**src/rtl/instr_fetch_unit.sv**
```systemverilog
// Instruction fetch unit: owns the PC, addresses a 1-cycle-latency instruction memory and hands
// instructions to decode over valid/ready. Optional FETCH_PERF_EN adds saturating perf counters.
module instr_fetch_unit #(
    parameter int unsigned DATA_WIDTH = 32,
    parameter int unsigned ADDR_WIDTH = 8,
    parameter int unsigned RESET_PC   = 0
) (
    input  logic                  clk,
    input  logic                  rst,
    output logic [ADDR_WIDTH-1:0] imem_addr,
    input  logic [DATA_WIDTH-1:0] imem_rdata,
    input  logic                  redirect_valid,
    input  logic [ADDR_WIDTH-1:0] redirect_pc,
    output logic                  out_valid,
    input  logic                  out_ready,
    output logic [DATA_WIDTH-1:0] out_instr,
`ifdef FETCH_PERF_EN
    output logic [31:0]           perf_fetched,
    output logic [31:0]           perf_stalls,
    output logic [31:0]           perf_redirects,
`endif
    output logic [ADDR_WIDTH-1:0] out_pc
);

    localparam logic [1:0] StIdle  = 2'd0;
    localparam logic [1:0] StRun   = 2'd1;
    localparam logic [1:0] StStall = 2'd2;

    localparam logic [ADDR_WIDTH-1:0] ResetPc = RESET_PC[ADDR_WIDTH-1:0];
    localparam logic [ADDR_WIDTH-1:0] AddrOne = {{(ADDR_WIDTH-1){1'b0}}, 1'b1};

    logic [1:0]            state_q, state_d;
    logic [ADDR_WIDTH-1:0] pc_q, pc_d;
    logic [ADDR_WIDTH-1:0] rsp_pc_q, rsp_pc_d;
    logic                  stall;

    assign out_valid = (state_q != StIdle) && !redirect_valid;
    assign stall     = out_valid && !out_ready;
    assign out_instr = imem_rdata;
    assign out_pc    = rsp_pc_q;

    always_comb begin
        // A refused instruction re-reads its own word so the registered data stays stable.
        if (redirect_valid) begin
            imem_addr = redirect_pc;
        end else if (stall) begin
            imem_addr = rsp_pc_q;
        end else begin
            imem_addr = pc_q;
        end
    end

    always_comb begin
        rsp_pc_d = imem_addr;
        pc_d     = imem_addr + AddrOne;
        state_d  = StRun;
        if (state_q != StIdle && !redirect_valid && stall) begin
            state_d = StStall;
        end
    end

    always_ff @(posedge clk or posedge rst) begin
        if (rst) begin
            state_q  <= StIdle;
            pc_q     <= ResetPc;
            rsp_pc_q <= '0;
        end else begin
            state_q  <= state_d;
            pc_q     <= pc_d;
            rsp_pc_q <= rsp_pc_d;
        end
    end

`ifdef FETCH_PERF_EN
    logic [31:0] fetched_q, fetched_d;
    logic [31:0] stalls_q, stalls_d;
    logic [31:0] redirects_q, redirects_d;

    always_comb begin
        fetched_d   = fetched_q;
        stalls_d    = stalls_q;
        redirects_d = redirects_q;
        if (out_valid && out_ready && fetched_q != 32'hFFFF_FFFF) begin
            fetched_d = fetched_q + 32'd1;
        end
        if (stall && stalls_q != 32'hFFFF_FFFF) begin
            stalls_d = stalls_q + 32'd1;
        end
        if (redirect_valid && redirects_q != 32'hFFFF_FFFF) begin
            redirects_d = redirects_q + 32'd1;
        end
    end

    always_ff @(posedge clk or posedge rst) begin
        if (rst) begin
            fetched_q   <= '0;
            stalls_q    <= '0;
            redirects_q <= '0;
        end else begin
            fetched_q   <= fetched_d;
            stalls_q    <= stalls_d;
            redirects_q <= redirects_d;
        end
    end

    assign perf_fetched   = fetched_q;
    assign perf_stalls    = stalls_q;
    assign perf_redirects = redirects_q;
`endif

endmodule

```
**config.mk**
```make
export PLATFORM = sky130hd
export DESIGN_NAME = instr_fetch_unit
export DESIGN_NICKNAME = d
export VERILOG_FILES = /design/src/rtl/instr_fetch_unit.sv
export SDC_FILE = /design/constraint.sdc
export NUM_CORES = 1
export LEC_CHECK = 0
export CAP_MARGIN = 30
export CORE_ASPECT_RATIO = 0.75
export CORE_UTILIZATION = 24
export DETAILED_ROUTE_END_ITERATION = 6
export GPL_TIMING_DRIVEN = 0
export PLACE_DENSITY = 0.68
export SETUP_SLACK_MARGIN = 0.05
export SLEW_MARGIN = 30
export SYNTH_ARGS = -nofsm -noshare
export SYNTH_HDL_FRONTEND = slang
export SYNTH_SLANG_ARGS = --single-unit
```
**constraint.sdc**
```tcl
create_clock -name clk -period 1.6 [get_ports clk]
set_input_delay 0.24 -clock clk [delete_from_list [all_inputs] [get_ports clk]]
set_output_delay 0.24 -clock clk [all_outputs]
set_load 0.01 [all_outputs]
```
[Word-level counts from Yosys, hierarchy flattened]
Index checks and enable logic that the tools add are counted.
Cells by class
  add/sub/neg operators: 1
  mux-type cells: 3
  reductions and logical operators: 6
Operators with widths (number)
  $mux 8: 2
  $add 8x1->8 const B: 1
  $logic_and 1x1->1: 3
  $logic_not 1->1: 2
  $mux 2: 1
  $reduce_bool 2->1: 1
Storage, ports and cells
  register bits after elaboration: 18
  bits of input ports: 44
  logic and storage cells: 13

[Longest topological paths before layout]
Gate-level depths: netlist of run 1.
  word-level depth: 6
  depth in mapped cells: 9
  depth with buffers taken out: 8

[Worst setup path after synthesis of run 1]
No wires, ideal clock.
  path type: flip-flop to flip-flop
  start point: register state_q[1]
  end point: register pc_q[6]
  library setup time: 0.080 ns
  arrival time: 1.886 ns
  data required time: 1.520 ns
  slack: -0.366 ns
  cell stages (with the launch flop): 9
  path buffers: 1
  period minus slack after synthesis: 1.966 ns
  cell sequence: dfrtp_1 o21bai_1 buf_4 mux2i_1 o21ai_0 ha_1 inv_1 nor4_2 xnor2_1
Between the ends
  longest elaborated chain between the ends: 6
RTL lines
  from (decl): RTL line 32  | logic [1:0] state_q, state_d;
  from (signal assigned): RTL line 64  | state_q <= StIdle;
  from (signal assigned): RTL line 68  | state_q <= state_d;
  $reduce_bool 2->1: RTL line 37  | assign out_valid = (state_q != StIdle) && !redirect_valid;
  $logic_and 1x1->1: RTL line 37
  $logic_and 1x1->1: RTL line 38  | assign stall = out_valid && !out_ready;
  $mux 8: RTL line 46  | end else if (stall) begin
  $mux 8: RTL line 44  | if (redirect_valid) begin
  named net imem_addr[1]: RTL line 10  | output logic [ADDR_WIDTH-1:0] imem_addr,
  $add 8x1->8: RTL line 55  | pc_d = imem_addr + AddrOne;
  named net pc_d[6]: RTL line 33  | logic [ADDR_WIDTH-1:0] pc_q, pc_d;
  to (signal assigned): RTL line 65  | pc_q <= ResetPc;
  to (signal assigned): RTL line 69  | pc_q <= pc_d;
  to (decl): RTL line 33
The timed path passes the listed nets, and every way through them passes these cells.

[Worst setup path after layout of run 1]
  start point: register state_q[1]
  end point: output port imem_addr[2]
Between the ends
  longest elaborated chain between the ends: 5
RTL lines (RTL line)
  $reduce_bool 2->1: 37
  $logic_and 1x1->1: 37
  $logic_and 1x1->1: 38
  $mux 8: 46
  $mux 8: 44
  to (decl): 10
Every way passes these cells.

==> impl_results.md, run 1 <==
- Later-pin clock latency in the skew report: 0.25 ns
- Max Fanout on Critical Path: 6
- Final setup viols: 15
- Syn nets: 156
- Gpl congestion: 0.794
- Element type at the critical path start: flip-flop
- CP max stage delay: 0.41 ns
- Primary FF master, synth: sky130_fd_sc_hd__dfrtp_1
- Combined area of all synthesized cells: 0.00113 mm²
- Library cell with the largest summed area after synthesis: sky130_fd_sc_hd__dfrtp_1
- Worst slew margin: 55.0%
- Count of endpoints failing hold in the final timing report: 0
- Final clock period utilization by the worst path: 114%
- PnR worst setup slack: -0.228 ns
- TritonCTS clock tree: yes
- Number of violations reported at the end of detailed-routing iteration 0: 8
- Power Dens Cells: 733 mW/mm²
- Count of buffering cells on the critical path with inverters included: 3
- Tightest Pin Transition: 0.675 ns
- Worst endpoint required time: 1.36 ns
- Drt drc: 0
- Clk slew on worst S/H paths: 0.06 ns
- Worst slack at placement: -0.852 ns
- IO Pins: 93
- Floorplan Core Area: 0.00449 mm²
- Chip Height: 61.6 µm
- Final layout net count: 245
- Hold Crit Class: input port to asynchronous set/reset pin
- Worst setup path category: flip-flop to primary output
- Area of the die: 0.00501 mm²
- Post-DP HPWL: 2130 µm
- TNS Setup: -2.45 ns
- Maximum root-to-sink buffer count: 2
- Post-synth top cells: sky130_fd_sc_hd__buf_4, sky130_fd_sc_hd__dfrtp_1, sky130_fd_sc_hd__inv_1
- Post-synth ARST share: 100%
- Vias in the first global route: 977
- Crit path arrival time: 1.59 ns
- Global-route wire length before repair: 4620 µm
- Maximum number of pins on one net before global-route repair: 19
- Largest clock skew in the final design: 0.00104 ns
- Category of the worst setup path capture point: primary output
- Unrepaired setup endpoints after global routing: true
- Post-CTS Hold Fix Bufs: 0
- Number of slew-limit violations in the final report: 0
- CTS H-Tree Depth: 1
- Remaining global-route overflow: 0
- Via total after detailed routing: 1026
- Average via count per standard cell: 4.02
- Routed wire length: 3090 µm
- Number of buffers inserted by port buffering: 60
- Antenna Diode Count: 0
- VDD IR-drop max: 0.509 mV
- Max-Cap Viols: 0
- Antenna violations before repair: 0
- GRT Total Usage: 12.4%
- Antenna Violating Nets Remaining: 0
- Number of flops mapped to enable cells by yosys: 0
- Clk Tree Root Cell: sky130_fd_sc_hd__clkbuf_8
- Area added between synthesis and finish: 94.3%
- Design Power: 1620 µW
- Result of the run: finished with violations
- Fraction of post-synthesis cell area in the top cell type by area: 39.7%
- Rows: 21
- Synthesized area per cell: 10.2 µm²
- Count of different cell masters after synthesis: 30
- Violations in the final reports: setup timing
- Post-synthesis cell count: 111
- TritonCTS Buffers: 3
- Portion of the post-synthesis area used by sequential elements: 39.7%
- DIE WIDTH: 81.4 µm
- Post-synthesis sequential element count: 18
- Routed length per instance: 12.1 µm
- Worst path top cell family by delay: compound AO/OA/AOI/OAI gates
- Final min period: 1.83 ns
- Leak pwr: 0.000999 µW
- Number of sinks handled by clock tree synthesis: 18
- Share of layout cells above drive strength 1: 53.0%
- Yosys warns: 0
- Cell types occupying the most area after synthesis: sky130_fd_sc_hd__dfrtp_1, sky130_fd_sc_hd__buf_4, sky130_fd_sc_hd__mux2i_1, sky130_fd_sc_hd__inv_1, sky130_fd_sc_hd__xnor2_1
- Most frequent cell after synthesis: sky130_fd_sc_hd__buf_4
- Top achievable clock speed: 547 MHz
- Number of detailed-routing iterations run before antenna repair: 2
- Cell-by-cell listing of the critical path: buf_4 -> o21ba_4 -> o221ai_4 -> o21ai_2 -> inv_1 -> buf_2
- Master of the slowest instance on the critical path: sky130_fd_sc_hd__dfrtp_1
- Initial Utilization: 25.3%
[cells by family (layout without fill, tap and decap cells)]
kind of cell	after synthesis	in the layout	synth area share [%]
AOI/OAI and AO/OA	15	15	12.7
xor gates and xnor gates	6	6	4.63
adders and majority gates	1	1	1.10
buffers and inverters	45	132	26.5
DFF	18	18	39.7
muxes	5	5	4.41
and+or+nand+nor	21	21	11.0
[routing by layer]
layer  vias up  GRT usage (%)  routed length, µm
li1        505              -                  -
met1       480           16.7               1350
met2        36           20.6               1550
met3         5           2.22                155
met4         0           3.06                 40
met5         -              0                  0
[worst reg2reg max path, cell delays in order, from the launching register on]
cell and delay, ns:
sky130_fd_sc_hd__dfrtp_1 0.41, sky130_fd_sc_hd__buf_4 0.16, sky130_fd_sc_hd__o21ba_4 0.24, sky130_fd_sc_hd__o221ai_4 0.21, sky130_fd_sc_hd__buf_6 0.13, sky130_fd_sc_hd__o311ai_4 0.10
sky130_fd_sc_hd__nor4_4 0.28, sky130_fd_sc_hd__xor2_1 0.18
[per-stage QoR]
step | std cells | cell area (µm²) | utilization [%] | hold slack [ns]
4_1_cts | 248 | 2060 | 45.9 | 0.413
5_1_grt | 255 | 2200 | 49.1 | 0.474
6_report | 255 | 2200 | 49.1 | 0.390
3_5_place_dp | 228 | 1820 | 40.6 | 0.624
3_3_place_gp | 228 | 1820 | 40.6 | 0.617
2_1_floorplan | 111 | 1150 | - | 0.179
[final timing paths]
| kind | from | endpoint | slack (ns) | cells after the start |
|---|---|---|---|---|
| worst min register to register | pc_q[7] | out_pc[7] | 0.61 | 2 |
| max in group asynchronous | rst | state_q[0] | 0.74 | 2 |
| worst min-delay path | rst | pc_q[0] | 0.39 | 2 |
| worst max-delay path | state_q[1] | imem_addr[2] | -0.23 | 6 |
| worst max register to register | state_q[1] | pc_q[7] | -0.18 | 7 |
| min in group clk | out_ready | state_q[0] | 0.56 | 3 |
[flip-flops by register name, summed over array words and instances (netlist names)]
signal   flops
state_q      2
pc_q         8
out_pc       8
[power by group]
group,total (µW),switching (µW),internal (µW)
clock,301,134,167
combinational,742,298,444
sequential,573,47.4,525
total,1620,480,1140
[timing repair]
action	4_1_cts	5_1_grt
gates cloned	1	0
resized for setup	61	23
pin swaps	14	17
endpoints found under the hold margin	0	0
setup buffers	16	9
endpoints found under the setup margin	16	18
[area by class of cell]
cell class                 instances  area, µm²
tap                               57       71.3
inverter                          11       43.8
sequential                        18        452
clock buffer                       3       41.3
fill                             411       2290
timing repair buffer              84        786
buffer                            34        263
multi-input combinational         48        548
[cell usage in the layout, fill, tap and decap left out, types with 3 or more instances in the layout]
cell type                         synthesis  layout
sky130_fd_sc_hd__and3_4                   0       3
sky130_fd_sc_hd__buf_2                    0       4
sky130_fd_sc_hd__buf_4                   33      49
sky130_fd_sc_hd__buf_6                    1      13
sky130_fd_sc_hd__clkbuf_8                 0       3
sky130_fd_sc_hd__clkdlybuf4s50_1          0      50
sky130_fd_sc_hd__dfrtp_1                 18      17
sky130_fd_sc_hd__inv_1                   11       7
sky130_fd_sc_hd__inv_2                    0       3
sky130_fd_sc_hd__mux2i_2                  0       3
sky130_fd_sc_hd__nand2_1                  6       6
sky130_fd_sc_hd__o21ai_2                  0       3
sky130_fd_sc_hd__xnor2_1                  4       3
(Power assumes the default switching activity.)
==> inputs of run 2 (changes only) <==
Settings changed: CTS_CLUSTER_SIZE set to 40.
==> results of run 2 <==
Same layout as run 1: the final DEF is identical, and so are final timing and power.
==> inputs of run 3 (changes only) <==
Settings changed: PLACE_DENSITY 0.68 to unset, PLACE_DENSITY_LB_ADDON set to 0.1, SKIP_LAST_GASP set to 1.
==> run 3 against run 2 <==
- the flow still finishes with violations (setup timing)
- clock power grew 26%
- register-to-register slack lost 0.07 ns
- core utilization grew 0.19 points
- sequential power is essentially flat
- routed wire length grew 6.2%
- non-clock buffer count grew 1
- combinational power shrank 2%
- critical path type is now flip-flop to flip-flop
- critical endpoint is now pc_q[6]
- largest cell class unchanged
==> impl_results.md, run 3 (synthesis results as in run 1) <==
- Result of the run: finished with violations
- Violations in the final reports: setup timing
- Average via count per standard cell: 4.11 (+2.0%)
- Unrepaired setup endpoints after global routing: true
- Number of buffers inserted by port buffering: 60 (unchanged)
- Crit path arrival time: 2.03 ns (+0.44 ns)
- VDD IR-drop max: 0.360 mV (-29%)
- Share of layout cells above drive strength 1: 53.5% (+0.47 points)
- Worst slew margin: 52.2% (-2.8 points)
- Number of violations reported at the end of detailed-routing iteration 0: 19 (+11)
- Met3 routed wirelength: 259 µm (+67%)
- Worst setup path category: flip-flop to flip-flop
- Worst-case reg-to-reg path depth: 9 (+2)
- Critical register-to-register path endpoint: pc_q[6]
- Leak pwr: 0.00101 µW (+0.94%)
- TritonCTS clock tree: yes
- Initial Utilization: 25.3% (unchanged)
- DP Area: 0.00182 mm² (unchanged)
- Remaining global-route overflow: 0 (unchanged)
- Final min period: 1.85 ns (+0.0213 ns)
- Final clock period utilization by the worst path: 116% (+1.3 points)
- Drt drc: 0 (unchanged)
- Post-DP HPWL: 2300 µm (+8.1%)
- Count of endpoints failing hold in the final timing report: 0 (unchanged)
- Global-route wire length before repair: 4650 µm (+0.74%)
- Hold Crit Class: input port to asynchronous set/reset pin
- Antenna Diode Count: 0 (unchanged)
- Commonest non-fill, non-tap cells in the layout: sky130_fd_sc_hd__buf_4, sky130_fd_sc_hd__clkdlybuf4s50_1, sky130_fd_sc_hd__dfrtp_1
- Antenna Violating Nets Remaining: 0 (unchanged)
- Antenna violations before repair: 0 (unchanged)
- IO Pins: 93 (unchanged)
- DIE WIDTH: 81.4 µm (unchanged)
- Number of detailed-routing iterations run before antenna repair: 4 (+2)
- Via total after detailed routing: 1055 (+2.8%)
- Origin of the critical flop-to-flop path: state_q[1]
- Max Fanout on Critical Path: 4 (-2)
- Clk Tree Root Cell: sky130_fd_sc_hd__clkbuf_8
- Post-CTS Hold Fix Bufs: 0 (unchanged)
- Rows: 21 (unchanged)
- Largest clock skew in the final design: 0.00321 ns (+0.00216 ns)
- Summed area of non-filler cells in the final layout: 0.00221 mm² (+0.40%)
- Worst hold margin: 0.395 ns (+0.00478 ns)
- Routed wire length: 3280 µm (+6.2%)
- Power Dens Cells: 758 mW/mm² (+3.4%)
- Worst endpoint required time: 1.78 ns (+0.42 ns)
- Top achievable clock speed: 541 MHz (-1.1%)
- Area of the die: 0.00501 mm² (unchanged)
- Gpl congestion: 0.729 (-8.3%)
- Leading cell type in the layout, fill and taps excluded: sky130_fd_sc_hd__buf_4
- TNS Setup: -2.21 ns (+0.249 ns)
- Met1 WL: 1370 µm (+1.6%)
- Final setup viols: 14 (-1)
- Number of slew-limit violations in the final report: 0 (unchanged)
- Maximum number of pins on one net before global-route repair: 19 (unchanged)
- Final layout net count: 246 (+0.41%)
- Vias in the first global route: 979 (+0.20%)
- Category of the worst setup path capture point: flip-flop
- Max-Cap Viols: 0 (unchanged)
- TritonCTS Buffers: 3 (unchanged)
- Later-pin clock latency in the skew report: 0.26 ns (about the same)
- Floorplan Core Area: 0.00449 mm² (unchanged)
- Setup slack of the most critical reg-to-reg path: -0.25 ns (-0.07 ns)
- Clk slew on worst S/H paths: 0.07 ns (about the same)
- CTS H-Tree Depth: 1 (unchanged)
- Number of sinks handled by clock tree synthesis: 18 (unchanged)
- Area added between synthesis and finish: 95.0%
- Tightest Pin Transition: 0.717 ns (+0.0416 ns)
- PnR worst setup slack: -0.249 ns (-0.0213 ns)
- GRT Total Usage: 12.6% (+0.28 points)
- Element type at the critical path start: flip-flop
- Maximum root-to-sink buffer count: 2 (unchanged)
- Chip Height: 61.6 µm (unchanged)
- Highest metal used: met4
- Routed length per instance: 12.8 µm (+5.4%)
- Met2 Routed Length: 1610 µm (+3.9%)
-- run 3: stage by stage --
step,cells,worst slack (ns),total power (µW),util [%]
finish,257,-0.249,1680,49.3
CTS,249,-0.270,1620,47.2
global placement,228,-0.839,1120,40.6
detailed placement,228,-0.862,1120,40.6
global route,257,-0.305,1770,49.3
floorplan,111,-0.0599,854,-
-- run 3: layout make-up --
type | instances | area (µm²)
buffer | 34 | 263
clock buffer | 4 | 55.1
fill | 415 | 2280
inverter | 11 | 43.8
multi-input combinational | 48 | 536
sequential | 18 | 452
tap | 57 | 71.3
timing repair buffer | 85 | 793
-- run 3: worst max-delay path: stages (launching register included) --
cell	delay, ns
sky130_fd_sc_hd__dfrtp_2	0.42
sky130_fd_sc_hd__o21bai_4	0.15
sky130_fd_sc_hd__buf_4	0.14
sky130_fd_sc_hd__buf_6	0.11
sky130_fd_sc_hd__mux2i_1	0.08
sky130_fd_sc_hd__o21ai_2	0.23
sky130_fd_sc_hd__ha_4	0.18
sky130_fd_sc_hd__inv_2	0.04
sky130_fd_sc_hd__nor4_4	0.26
sky130_fd_sc_hd__xnor2_1	0.15
-- run 3: worst max-delay path by stage --
stage                   startpoint            to
finish                  state_q[1]       pc_q[6]
global route            state_q[1]       pc_q[6]
CTS                     state_q[0]       pc_q[6]
detailed placement  redirect_valid  imem_addr[4]
global placement    redirect_valid  imem_addr[4]
floorplan               state_q[1]       pc_q[6]
-- run 3: report_power, final --
| part | internal (µW) | switching, µW | total [µW] |
|---|---|---|---|
| registers | 525 | 44.7 | 570 |
| clock network | 219 | 159 | 378 |
| logic | 435 | 296 | 730 |
-- run 3: routing by layer --
metal  up-vias  track usage [%]
met3         6             4.30
li1        510                -
met4         0             2.30
met2        50             20.6
met5         -                0
met1       489             16.5
-- run 3: repair_timing --
item / CTS / global route
cloned: 1 / 0
pin swaps: 19 / 19
setup endpoints to repair: 16 / 16
gates resized for setup: 68 / 17
buffers inserted: 16 / 9
